$ cat config.mk
export PLATFORM = sky130hd
export DESIGN_NAME = spi_shift_eng_flat
export DESIGN_NICKNAME = d
export VERILOG_FILES = /design/src/rtl/spi_shift_eng_if.sv /design/src/rtl/spi_shift_eng.sv /design/src/flat_wrapper.sv
export SDC_FILE = /design/constraint.sdc
export NUM_CORES = 1
export LEC_CHECK = 0
export ABC_AREA = 0
export CORE_MARGIN = 2
export CORE_UTILIZATION = 48
export DETAILED_ROUTE_END_ITERATION = 16
export GPL_TIMING_DRIVEN = 0
export PLACE_DENSITY = 0.84
export SLEW_MARGIN = 20
export SYNTH_ARGS = -nofsm -noshare
export SYNTH_HDL_FRONTEND = slang
export SYNTH_SLANG_ARGS = --single-unit
$ cat constraint.sdc
create_clock -name clk -period 1.85 [get_ports clk]
set_input_delay 0.37 -clock clk [delete_from_list [all_inputs] [get_ports clk]]
set_output_delay 0.37 -clock clk [all_outputs]
set_load 0.05 [all_outputs]
$ cat src/rtl/spi_shift_eng_if.sv
// ---------------------------------------------------------------------------
// spi_shift_eng_if
// Bundles the host-side byte handshake, the per-transfer configuration and
// the SPI pins of spi_shift_eng into one interface.
//   master modport : the host/bench side (drives cfg, tx, spi_miso)
//   slave  modport : the shift engine (drives tx_ready, rx, busy, SPI pins)
// Signals:
//   cfg_div   [div_w]  SCK half-period minus one, in clk cycles
//   cfg_cpol  [1]      SCK idle level
//   cfg_cpha  [1]      0 = sample on leading edge, 1 = sample on trailing edge
//   cs_mask   [cs_w]   slaves to select for the next transfer
//   tx_data   [8]      byte to transmit, tx_valid qualifies it
//   tx_ready  [1]      engine can accept a byte
//   rx_data   [8]      last received byte, rx_valid pulses for one cycle
//   busy      [1]      transfer in progress
//   spi_mosi, spi_miso, spi_sck, spi_cs[cs_w] (active-low)
// ---------------------------------------------------------------------------
interface spi_shift_eng_if #(
  parameter int cs_w  = 8,
  parameter int div_w = 8
);
  logic [div_w-1:0] cfg_div;
  logic             cfg_cpol;
  logic             cfg_cpha;
  logic [cs_w-1:0]  cs_mask;
  logic [7:0]       tx_data;
  logic             tx_valid;
  logic             tx_ready;
  logic [7:0]       rx_data;
  logic             rx_valid;
  logic             busy;
  logic             spi_mosi;
  logic             spi_miso;
  logic             spi_sck;
  logic [cs_w-1:0]  spi_cs;

  modport master (
    output cfg_div, cfg_cpol, cfg_cpha, cs_mask, tx_data, tx_valid, spi_miso,
    input  tx_ready, rx_data, rx_valid, busy, spi_mosi, spi_sck, spi_cs
  );

  modport slave (
    input  cfg_div, cfg_cpol, cfg_cpha, cs_mask, tx_data, tx_valid, spi_miso,
    output tx_ready, rx_data, rx_valid, busy, spi_mosi, spi_sck, spi_cs
  );
endinterface

$ cat src/rtl/spi_shift_eng.sv
// ---------------------------------------------------------------------------
// spi_shift_eng
// Single-byte SPI master shift engine. A tx_valid/tx_ready handshake latches
// the byte and the whole configuration; the engine then clocks 8 bits out on
// spi_mosi while capturing spi_miso, holds CS for one extra half-period, and
// returns the received byte with a one-cycle rx_valid pulse.
// Ports:
//   clk   : clock, rising edge
//   rstn  : asynchronous active-low reset
//   bus   : spi_shift_eng_if.slave (handshake, config and SPI pins)
// Configuration macro:
//   SPI_SHIFT_LSB_FIRST_EN : when defined, bit 0 is shifted/received first;
//                            otherwise MSB-first. Timing is identical.
// ---------------------------------------------------------------------------
module spi_shift_eng #(
  parameter int cs_w  = 8,
  parameter int div_w = 8
) (
  input logic           clk,
  input logic           rstn,
  spi_shift_eng_if.slave bus
);

  typedef enum logic [1:0] {IDLE, XFER, DONE} state_t;

  state_t           state_q;
  logic [div_w-1:0] div_q;
  logic [div_w-1:0] divCfg_q;
  logic             cpol_q;
  logic             cpha_q;
  logic [3:0]       edge_q;
  logic [7:0]       txSh_q;
  logic [7:0]       rxSh_q;
  logic [7:0]       rxData_q;
  logic             rxValid_q;
  logic             sck_q;
  logic             mosi_q;
  logic [cs_w-1:0]  cs_q;

  logic             divWrap_d;
  logic             sampleEdge_d;
  logic             hsBit_d;
  logic [7:0]       hsRest_d;
  logic             txBit_d;
  logic [7:0]       txNext_d;
  logic [7:0]       rxNext_d;

  // Bit-order selection: the only place MSB/LSB-first differ.
  always_comb begin
`ifdef SPI_SHIFT_LSB_FIRST_EN
    hsBit_d  = bus.tx_data[0];
    hsRest_d = {1'b0, bus.tx_data[7:1]};
    txBit_d  = txSh_q[0];
    txNext_d = {1'b0, txSh_q[7:1]};
    rxNext_d = {bus.spi_miso, rxSh_q[7:1]};
`else
    hsBit_d  = bus.tx_data[7];
    hsRest_d = {bus.tx_data[6:0], 1'b0};
    txBit_d  = txSh_q[7];
    txNext_d = {txSh_q[6:0], 1'b0};
    rxNext_d = {rxSh_q[6:0], bus.spi_miso};
`endif
  end

  // Divider wraps by comparison, so D = 2^div_w-1 never overflows.
  // Even edge_q is a leading edge; CPHA=0 samples there, CPHA=1 on odd ones.
  assign divWrap_d    = (div_q == divCfg_q);
  assign sampleEdge_d = (edge_q[0] == cpha_q);

  always_ff @(posedge clk or negedge rstn) begin
    if (!rstn) begin
      state_q   <= IDLE;
      div_q     <= '0;
      divCfg_q  <= '0;
      cpol_q    <= 1'b0;
      cpha_q    <= 1'b0;
      edge_q    <= '0;
      txSh_q    <= '0;
      rxSh_q    <= '0;
      rxData_q  <= '0;
      rxValid_q <= 1'b0;
      sck_q     <= 1'b0;
      mosi_q    <= 1'b0;
      cs_q      <= '1;
    end else begin
      rxValid_q <= 1'b0;
      case (state_q)
        IDLE: begin
          sck_q <= bus.cfg_cpol;
          if (bus.tx_valid) begin
            divCfg_q <= bus.cfg_div;
            cpol_q   <= bus.cfg_cpol;
            cpha_q   <= bus.cfg_cpha;
            cs_q     <= ~bus.cs_mask;
            div_q    <= '0;
            edge_q   <= '0;
            rxSh_q   <= '0;
            // CPHA=0 needs the first bit on the wire before the first edge;
            // CPHA=1 drives it on the first (leading) edge instead.
            if (!bus.cfg_cpha) begin
              mosi_q <= hsBit_d;
              txSh_q <= hsRest_d;
            end else begin
              txSh_q <= bus.tx_data;
            end
            state_q <= XFER;
          end
        end
        XFER: begin
          if (divWrap_d) begin
            div_q  <= '0;
            sck_q  <= ~sck_q;
            edge_q <= edge_q + 4'd1;
            if (sampleEdge_d) begin
              rxSh_q <= rxNext_d;
            end else if (cpha_q || edge_q != 4'd15) begin
              // The last CPHA=0 trailing edge has no further bit to present.
              mosi_q <= txBit_d;
              txSh_q <= txNext_d;
            end
            if (edge_q == 4'd15) begin
              state_q <= DONE;
            end
          end else begin
            div_q <= div_q + div_w'(1);
          end
        end
        DONE: begin
          if (divWrap_d) begin
            div_q     <= '0;
            cs_q      <= '1;
            sck_q     <= bus.cfg_cpol;
            rxData_q  <= rxSh_q;
            rxValid_q <= 1'b1;
            state_q   <= IDLE;
          end else begin
            div_q <= div_q + div_w'(1);
          end
        end
        default: state_q <= IDLE;
      endcase
    end
  end

  assign bus.tx_ready = (state_q == IDLE);
  assign bus.busy     = (state_q != IDLE);
  assign bus.rx_data  = rxData_q;
  assign bus.rx_valid = rxValid_q;
  assign bus.spi_sck  = sck_q;
  assign bus.spi_mosi = mosi_q;
  assign bus.spi_cs   = cs_q;

endmodule

$ cat src/flat_wrapper.sv
// flat-port wrapper written by rule: the top's interface ports become plain ports
module spi_shift_eng_flat 
#(
  parameter int cs_w  = 8,
  parameter int div_w = 8
)
  (clk, rstn, bus_cfg_div, bus_cfg_cpol, bus_cfg_cpha, bus_cs_mask, bus_tx_data, bus_tx_valid, bus_spi_miso, bus_tx_ready, bus_rx_data, bus_rx_valid, bus_busy, bus_spi_mosi, bus_spi_sck, bus_spi_cs);
  spi_shift_eng_if #(.cs_w(cs_w), .div_w(div_w)) bus_i ();
  input logic clk;
  input logic rstn;
  input wire logic [$bits(bus_i.cfg_div)-1:0] bus_cfg_div;
  input wire logic [$bits(bus_i.cfg_cpol)-1:0] bus_cfg_cpol;
  input wire logic [$bits(bus_i.cfg_cpha)-1:0] bus_cfg_cpha;
  input wire logic [$bits(bus_i.cs_mask)-1:0] bus_cs_mask;
  input wire logic [$bits(bus_i.tx_data)-1:0] bus_tx_data;
  input wire logic [$bits(bus_i.tx_valid)-1:0] bus_tx_valid;
  input wire logic [$bits(bus_i.spi_miso)-1:0] bus_spi_miso;
  output wire logic [$bits(bus_i.tx_ready)-1:0] bus_tx_ready;
  output wire logic [$bits(bus_i.rx_data)-1:0] bus_rx_data;
  output wire logic [$bits(bus_i.rx_valid)-1:0] bus_rx_valid;
  output wire logic [$bits(bus_i.busy)-1:0] bus_busy;
  output wire logic [$bits(bus_i.spi_mosi)-1:0] bus_spi_mosi;
  output wire logic [$bits(bus_i.spi_sck)-1:0] bus_spi_sck;
  output wire logic [$bits(bus_i.spi_cs)-1:0] bus_spi_cs;
  assign bus_i.cfg_div = bus_cfg_div;
  assign bus_i.cfg_cpol = bus_cfg_cpol;
  assign bus_i.cfg_cpha = bus_cfg_cpha;
  assign bus_i.cs_mask = bus_cs_mask;
  assign bus_i.tx_data = bus_tx_data;
  assign bus_i.tx_valid = bus_tx_valid;
  assign bus_i.spi_miso = bus_spi_miso;
  assign bus_tx_ready = bus_i.tx_ready;
  assign bus_rx_data = bus_i.rx_data;
  assign bus_rx_valid = bus_i.rx_valid;
  assign bus_busy = bus_i.busy;
  assign bus_spi_mosi = bus_i.spi_mosi;
  assign bus_spi_sck = bus_i.spi_sck;
  assign bus_spi_cs = bus_i.spi_cs;
  spi_shift_eng #(.cs_w(cs_w), .div_w(div_w)) u_core (.clk(clk), .rstn(rstn), .bus(bus_i));
endmodule
---- After elaboration in Yosys (flattened, before gate mapping) ----
Index checks and enable logic that the tools add are counted.
cells by class
  reduce and logical (&&, ||, !) cells .... 18
  div/mod/pow operators ................... 0
  $lt $le $gt $ge ......................... 0
  mux-type cells .......................... 34
  shift operators ......................... 0
  equality and inequality tests ........... 14
  multipliers ............................. 0
  add/subtract/negate cells ............... 2
  bitwise logic cells ..................... 2
operator list
  operator                                                         number
  8-bit two-way mux                                                11
  8-bit case mux with 2 select lines                               4
  2-bit by 1-bit != test with 1-bit output, second input constant  5
  1-bit two-way mux                                                9
  3-bit AND reduction                                              3
  8-bit by 1-bit adder with 8-bit output, second input constant    1
  8-bit == test                                                    1
  2-bit two-way mux                                                4
  4-bit two-way mux                                                2
  8-bit inverter                                                   1
  4-bit case mux with 2 select lines                               1
  4-bit AND reduction                                              2
  2-bit nonzero test                                               4
  2-bit != test, second input constant                             3
  2-bit case mux with 3 select lines                               1
  2-bit AND reduction                                              3
  6-bit AND reduction                                              1
  5-bit AND reduction                                              1
  4-bit by 1-bit adder with 4-bit output, second input constant    1
  4-bit == test, second input constant                             1
  4-bit != test, second input constant                             1
  1-bit case mux with 3 select lines                               1
  3-bit nonzero test                                               1
  2-bit by 1-bit == test with 1-bit output, second input constant  1
  other kinds (7)                                                  7
word-level totals
  logic and storage cells ................. 82
  latch bits .............................. 0
  register bits ........................... 58
  memory bits (writable) .................. 0
  memories ................................ 0
  memory bits (read-only) ................. 0

---- Depth between registers and ports, before layout ----
Gate-level depths: netlist (run 1).
  depth after elaboration ................. 6
  gate-level depth with buffers ........... 9

---- Least setup slack after synthesis (run 1) ----
Ideal clock, no wire load.
  path kind ............................... register to register
  start ................................... register u_core.state_q[1]
  end ..................................... register u_core.mosi_q, in the netlist u_core.bus.spi_mosi
  library setup time ...................... 0.128 ns
  data required time ...................... 1.722 ns
  path slack .............................. -0.466 ns
  cell stages (with the launch flop) ...... 10
  arrival time ............................ 2.189 ns
  cells stage by stage .................... dfrtp_1 -> inv_1 -> ha_1 -> and2_1 -> buf_4 -> a21oi_2 -> nand2b_1 -> buf_6 -> a221oi_2 -> mux2_1
on the way
  longest elaborated chain between the ends .. 3
  elaborated cells between the ends (all ways) .. 10
ends and longest elaborated chain
  what                                                                         line                  text
  start: declaration                                                           spi_shift_eng.sv:26   state_t state_q;
  start signal: assignment                                                     spi_shift_eng.sv:72   state_q <= IDLE;
  start signal: assignment                                                     spi_shift_eng.sv:106  state_q <= XFER;
  start signal: assignment                                                     spi_shift_eng.sv:122  state_q <= DONE;
  2-bit zero test (*)                                                          --
  net bus_tx_ready                                                             flat_wrapper.sv:18    output wire logic [$bits(bus_i.tx_ready)-1:0] bus_tx_ready;
  2-bit != test (no source line) / 2-bit nonzero test (equally long branches)  --
  6-bit AND reduction (no source line)                                         --
  end signal: assignment                                                       spi_shift_eng.sv:101  mosi_q <= hsBit_d;
  end signal: assignment                                                       spi_shift_eng.sv:118  mosi_q <= txBit_d;
  end: declaration                                                             spi_shift_eng.sv:37   logic mosi_q;
The timed path passes the listed nets; every way through them passes the cells marked *.
A chain may end at the register's enable or synchronous reset.

---- Worst setup path after layout (run 1) ----
  start ................................... input port bus_tx_valid
  end ..................................... register u_core.mosi_q, in the netlist u_core.bus.spi_mosi
on the way
  longest elaborated chain between the ends .. 2
ends and longest elaborated chain
  what                                  line                text
  start: declaration                    flat_wrapper.sv:16  input wire logic [$bits(bus_i.tx_valid)-1:0] bus_tx_valid;
  2-bit != test (no source line)        --
  6-bit AND reduction (no source line)  --
Every way passes these cells.

==> flow_summary_export.csv, run 1 <==
group,metric,value,unit
cells_and_area,drive_above_1_share,20.6,%
cells_and_area,nFillCells,523,
place,gp_congestion,0.871,
critical_path,crit_family,"buffers and inverters",
floorplan,die_w,84.4,um
place,portBuffers,49,
critical_path,worstPathArrival,2060,ps
cells_and_area,final_area,0.00410,sq mm
power,p_sw,3180,uW
global_routing,grt_pass1_vias,2666,
global_routing,grt_max_degree,59,
status,status,"completed",
routing,drt_drc_violations_left,0,
synth,synth.avg_cell_area,9.18,sq um
synth,syn_area,0.00310,sq mm
floorplan,rows,29,
synth,syn_nets,373,
cts,cts_tree,"built",
sta,rsz0062_at_grt,"yes",
cts,path_clk_slew,70,ps
synth,yosys.cell_types.count,43,
cts,root_buffer,"clkbuf_8",
synth,yosysWarnings,0,
cts,postCtsHoldBufs,0,
min_path,min_path_type,"in -> async",
synth,synthSimpleGateAreaFrac,19.6,%
power,power.share.clock,17.8,%
cts,h-tree-depth,3,
synth,synth_seq_cells,58,
routing,detail-route-antenna-nets,0,
routing,drtIter0Drc,246,
power,seqPwrFrac,30.6,%
routing,vias_per_cell,5.84,
critical_path,cp_slowest_cell,"clkdlybuf4s50_1",
sta,drv_slew,0,
synth,seq_area_frac_synth,47.1,%
power,peakVddDrop,1.19,mV
floorplan,die-height,84.4,um
synth,synth_xor_area_share,3.39,%
sta,max_clock_freq,544,MHz
synth,synth_compound_area_share,16.1,%
routing,vias,2857,
floorplan,initial_core_util,49.1,%
power,combPwrFrac,51.6,%
global_routing,antenna_found_initial,0,
power,power.leakage,0.00189,uW
synth,syn_inst,338,
routing,dr.pass1.iters,5,
cells_and_area,instances_no_fill,489,
synth,synth_fa_ha_area_share,2.02,%
sta,skew,7.88,ps
place,place_inst,465,
critical_path,max_stage_delay,640,ps
sta,min_period_over_period,99.5,%
critical_path,critPathMaxFanout,8,
cts,clock_sinks,58,
routing,drt_wl_total,7790,um
cells_and_area,finalNetCount,442,
routing,wl_per_cell,15.9,um
sta,slew_headroom,66.9,%
power,swShare,44.1,%
sta,min_period,1840,ps
cts,clockBufferDepth,2,
run,drv_cap,0,
global_routing,gr-usage-all-layers,22.6,%
cts,cts_made_buffers,9,
floorplan,ios,51,
synth,synth_top_family_by_area,"simple AND/OR/NAND/NOR gates",
power,p_per_area,1760,mW/mm^2
critical_path,required,2070,ps
critical_path,worstPathCellList,"clkdlybuf4s50_1 -> and2_4 -> a21oi_4 -> nand2b_4 -> a221oi_4 -> mux2_4",
critical_path,critPathKind,"in -> reg",
global_routing,grt_pass1_wl,12800,um
place,placed_cell_area,0.00375,sq mm
power,internal-power,4030,uW
critical_path,start_kind,"primary input",
floorplan,core,0.00631,sq mm
sta,tightest_slew,498,ps
cells_and_area,area_growth,32.2,%
critical_path,path_buf_inv,1,
cells_and_area,num_antenna_cells,0,
cells_and_area,ff_latch_area,0.00146,sq mm
place,dpl.hpwl,5050,um
cells_and_area,multiInputGateArea,0.00161,sq mm
global_routing,overflow,0,
synth,synthMuxAreaShare,7.50,%
cts,clock_latency,340,ps
critical_path,endpoint_kind,"register",
floorplan,die-area,0.00712,sq mm
sta,finalSetupViolations,0,
sta,hold_viol,0,
## worst register-to-register path, stage by stage, from the launching register on
cell      delay (ps)
dfrtp_1          400
inv_2             90
ha_4             210
and2_4           240
a21oi_4           60
nand2b_4         170
a221oi_4         200
mux2_4           320
## cells by family after synthesis
kind of cell / count (synthesis)
muxes: 22
DFF: 58
xor gates and xnor gates: 12
adders and majority gates: 5
buffers and inverters: 31
and+or+nand+nor: 138
AOI/OAI and AO/OA: 72
## cells in the final DEF, fill, tap and decap left out, types with 10 or more instances in the layout
cell type	netlist	final
nand2_1	59	59
nand3_1	13	13
inv_1	13	10
buf_4	2	15
nor2_1	35	32
mux2i_1	12	11
dlygate4sd2_1	0	18
clkbuf_8	0	11
dfrtp_1	50	49
xnor2_1	12	12
a21oi_1	18	18
clkdlybuf4s50_1	0	28
## flip-flops by register name, summed over array words and instances (netlist names)
name,flops
u_core.bus.spi_cs,8
u_core.state_q,2
u_core.divCfg_q,8
u_core.bus.rx_valid,1
u_core.div_q,8
u_core.bus.spi_sck,1
u_core.cpha_q,1
u_core.bus.rx_data,8
u_core.edge_q,4
u_core.bus.spi_mosi,1
u_core.txSh_q,8
u_core.rxSh_q,8
## layout make-up
type | instances | share of cell area, %
multi-input cells | 249 | 39.3
flip-flops and latches | 58 | 35.7
repair buffers | 61 | 14.0
clock buffers | 10 | 3.36
well taps | 77 | 2.35
plain buffers | 15 | 2.10
clock inverters | 6 | 1.95
inverters | 13 | 1.25
## timing repair
action | CTS | global route
endpoints found under the hold margin | 0 | 0
pin swaps | 1 | 4
setup buffers | 6 | 5
gates resized for setup | 42 | 26
setup endpoints to repair | 44 | 52
## per-stage QoR
step / total power (uW) / utilization, % / hold slack, ps / worst slack [ps] / TNS, ps
floorplan: 4650 / - / 74.4 / -95.0 / -95.0
detailed placement: 5590 / 59.4 / 385 / -448 / -9190
finish: 7210 / 65.0 / 15.5 / 10.2 / 0
CTS: 6900 / 63.2 / 23.7 / 8.33 / 0
global route: 7670 / 65.0 / 40.6 / -35.6 / -53.7
global placement: 5440 / 59.0 / 469 / -1410 / -84080
## power by group through the flow
stage / sequential, uW / combinational [uW] / clock (uW)
2_1_floorplan: 2510 / 2140 / 0
3_3_place_gp: 2190 / 3250 / 0
3_5_place_dp: 2220 / 3370 / 0
4_1_cts: 2180 / 3420 / 1300
5_1_grt: 2280 / 4040 / 1360
6_report: 2210 / 3720 / 1280
## metal layers
metal | global-route usage (%) | vias up | share of wire [%]
met5 | 0 | - | 0
met4 | 10.8 | 0 | 2.0
met3 | 3.93 | 18 | 6.7
met2 | 35.4 | 127 | 48
met1 | 30.8 | 1384 | 43
li1 | - | 1328 | -
## cells in the mapped netlist, drive strengths merged
library cell | number | area [sq um]
nor4 | 1 | 6.26
dfstp | 8 | 210
a211oi | 7 | 52.6
nand2 | 61 | 234
inv | 13 | 48.8
and2 | 3 | 18.8
o21ai | 8 | 40.0
o221ai | 9 | 78.8
o211ai | 2 | 15.0
and4 | 2 | 17.5
a22oi | 8 | 60.1
o41ai | 1 | 8.76
and3 | 2 | 12.5
or4 | 1 | 7.51
or3 | 1 | 6.26
or2 | 1 | 6.26
nor3 | 9 | 45.0
o31ai | 2 | 15.0
a221oi | 2 | 30.0
a21o | 2 | 15.0
o311ai | 1 | 8.76
nand4 | 3 | 18.8
nand3 | 13 | 65.1
clkbuf | 12 | 45.0
a31oi | 1 | 6.26
ha | 5 | 62.6
xnor2 | 12 | 105
a21oi | 19 | 98.9
o2bb2ai | 2 | 17.5
nand2b | 4 | 25.0
dfrtp | 50 | 1250
buf | 6 | 41.3
o22ai | 7 | 43.8
nor2 | 37 | 144
mux2 | 10 | 113
mux2i | 12 | 120
a2111oi | 1 | 8.76
## final timing paths
kind / startpoint / slack, ps / endpoint / cells past startpoint
max in group asynchronous: rstn / 1540 / u_core.bus.spi_cs[2] / 2
min in group clk: bus_cfg_cpha / 400 / u_core.cpha_q / 3
worst max register to register: u_core.state_q[0] / 30 / u_core.bus.spi_mosi / 7
worst max-delay path: bus_tx_valid / 10 / u_core.bus.spi_mosi / 6
worst min register to register: u_core.bus.spi_cs[1] / 490 / u_core.bus.spi_cs[1] / 2
worst min-delay path: rstn / 20 / u_core.txSh_q[2] / 2
(Power assumes the default switching activity.)
==> run 2, diff against run 1 <==
- SETUP_SLACK_MARGIN: default -> 0.05
==> flow_summary_export.csv, run 2 (synthesized netlist as in run 1, its figures left out) <==
group,metric,value,unit
status,status,"completed",
critical_path,ff2ff_setup_slack,40,ps
cts,root_buffer,"clkbuf_8",
sta,rsz0062_at_grt,"yes",
run,drv_cap,0,
routing,drt_wl_total,7970,um
critical_path,cp_slowest_cell,"dfrtp_1",
cells_and_area,area_growth,35.1,%
power,seqPwrFrac,29.9,%
critical_path,worstPathArrival,1470,ps
cells_and_area,num_antenna_cells,0,
routing,drt_drc_violations_left,0,
routing,dr.pass1.iters,5,
global_routing,grt_max_degree,59,
power,swShare,44.3,%
sta,tightest_slew,500,ps
floorplan,die-height,84.4,um
sta,drv_slew,0,
routing,wl_per_cell,16.2,um
critical_path,reg2reg_to,"u_core.bus.spi_mosi",
cts,clock_latency,340,ps
critical_path,critPathMaxFanout,10,
critical_path,max_stage_delay,380,ps
cts,postCtsHoldBufs,0,
routing,detail-route-antenna-nets,0,
cts,clock_sinks,58,
sta,skew,10.9,ps
floorplan,die_w,84.4,um
power,peakVddDrop,1.22,mV
global_routing,antenna_found_initial,0,
power,combPwrFrac,52.8,%
routing,vias_per_cell,5.87,
global_routing,overflow,0,
routing,vias,2881,
place,place_inst,465,
critical_path,r2r_cells,6,
place,portBuffers,49,
power,internal-power,4150,uW
cells_and_area,layout_commonest_cell,"nand2_1",
floorplan,die-area,0.00712,sq mm
critical_path,path_buf_inv,4,
cells_and_area,final_area,0.00419,sq mm
cts,clockBufferDepth,2,
global_routing,grt_pass1_wl,13000,um
critical_path,endpoint_kind,"output port",
power,power.share.clock,17.3,%
floorplan,initial_core_util,49.1,%
place,gp_congestion,0.871,
critical_path,critPathMostFrequentCell,"inv_2",
floorplan,ios,51,
critical_path,critPathKind,"reg -> out",
power,p_per_area,1780,mW/mm^2
floorplan,rows,29,
cts,cts_made_buffers,9,
sta,finalSetupViolations,0,
power,p_sw,3300,uW
sta,max_clock_freq,544,MHz
power,power.leakage,0.00193,uW
critical_path,crit_family,"buffers and inverters",
sta,hold_viol,0,
sta,min_period_over_period,99.3,%
critical_path,required,1480,ps
cts,cts_tree,"built",
global_routing,grt_pass1_vias,2708,
min_path,min_path_type,"in -> async",
critical_path,start_kind,"register",
routing,drtIter0Drc,152,
cts,h-tree-depth,3,
place,dpl.hpwl,5050,um
cells_and_area,drive_above_1_share,24.9,%
cts,path_clk_slew,70,ps
global_routing,gr-usage-all-layers,23.0,%
cells_and_area,mostFrequentLayoutCells,"nand2_1 (59), dfrtp_1 (48), nor2_1 (32)",
critical_path,worstPathCellList,"inv_2 -> ha_4 -> inv_2 -> clkbuf_8 -> buf_6",
place,placed_cell_area,0.00375,sq mm
critical_path,timing.rr.start,"u_core.edge_q[1]",
power,total_power,7450,uW
cells_and_area,finalNetCount,444,
sta,slew_headroom,66.8,%
cells_and_area,instances_no_fill,491,
floorplan,core,0.00631,sq mm
sta,min_period,1840,ps
sta,fin_tns_setup,0,ps
## run 2: cell count changes in the layout (fill, tap and decap cells not counted), moves of 2 or more
cell / previous run / this run
a211oi_2: 0 / 3
buf_6: 1 / 3
a21oi_1: 18 / 16
a21oi_2: 0 / 2
o221ai_2: 0 / 3
xnor2_1: 12 / 10
o221ai_1: 9 / 6
a211oi_1: 7 / 4
xnor2_2: 0 / 2
## run 2: stage by stage
step | setup WS (ps) | hold WS, ps | util, %
floorplan | -95.0 | 74.4 | -
global placement | -1410 | 469 | 59.0
detailed placement | -448 | 385 | 59.4
CTS | 50.4 | 23.7 | 64.1
global route | -48.7 | 39.3 | 66.4
finish | 12.1 | 10.4 | 66.4
## run 2: area by class of cell
type	instances	area [sq um]
Multi-Input combinational cell	249	1680
Sequential cell	58	1460
Clock inverter	6	80.1
Buffer	16	101
Tap cell	77	96.3
Fill cell	498	2120
Inverter	13	48.8
Timing Repair Buffer	62	584
Clock buffer	10	138
## run 2: repair_timing
item / in CTS / in global routing
cloned: 0 / 0
endpoints found under the setup margin: 63 / 54
gates resized for setup: 50 / 38
buffers inserted: 9 / 3
pin swaps: 8 / 4
## run 2: how the worst max path moves through the flow
stage | startpoint | cells after the start | slack [ps] | endpoint
5_1_grt | u_core.state_q[0] | 7 | -50 | u_core.div_q[7]
4_1_cts | u_core.state_q[1] | 6 | 50 | u_core.bus.spi_sck
2_1_floorplan | u_core.state_q[1] | 9 | -90 | u_core.bus.spi_mosi
3_3_place_gp | rstn | 1 | -1410 | u_core.bus.rx_data[3]
3_5_place_dp | bus_tx_valid | 8 | -450 | u_core.bus.spi_mosi
6_report | u_core.state_q[0] | 5 | 10 | bus_busy
## run 2: power groups by stage
stage / combinational [uW] / sequential [uW] / clock, uW
2_1_floorplan: 2140 / 2510 / 0
3_3_place_gp: 3250 / 2190 / 0
3_5_place_dp: 3370 / 2220 / 0
4_1_cts: 3510 / 2190 / 1300
5_1_grt: 4240 / 2300 / 1360
6_report: 3930 / 2230 / 1290
## run 2: layer usage
layer / up-vias / wire length, um / GRT usage, %
met3: 27 / 497 / 4.62
li1: 1334 / - / -
met5: - / 0 / 0
met1: 1387 / 3390 / 31.1
met4: 0 / 199 / 10.8
met2: 133 / 3880 / 35.8
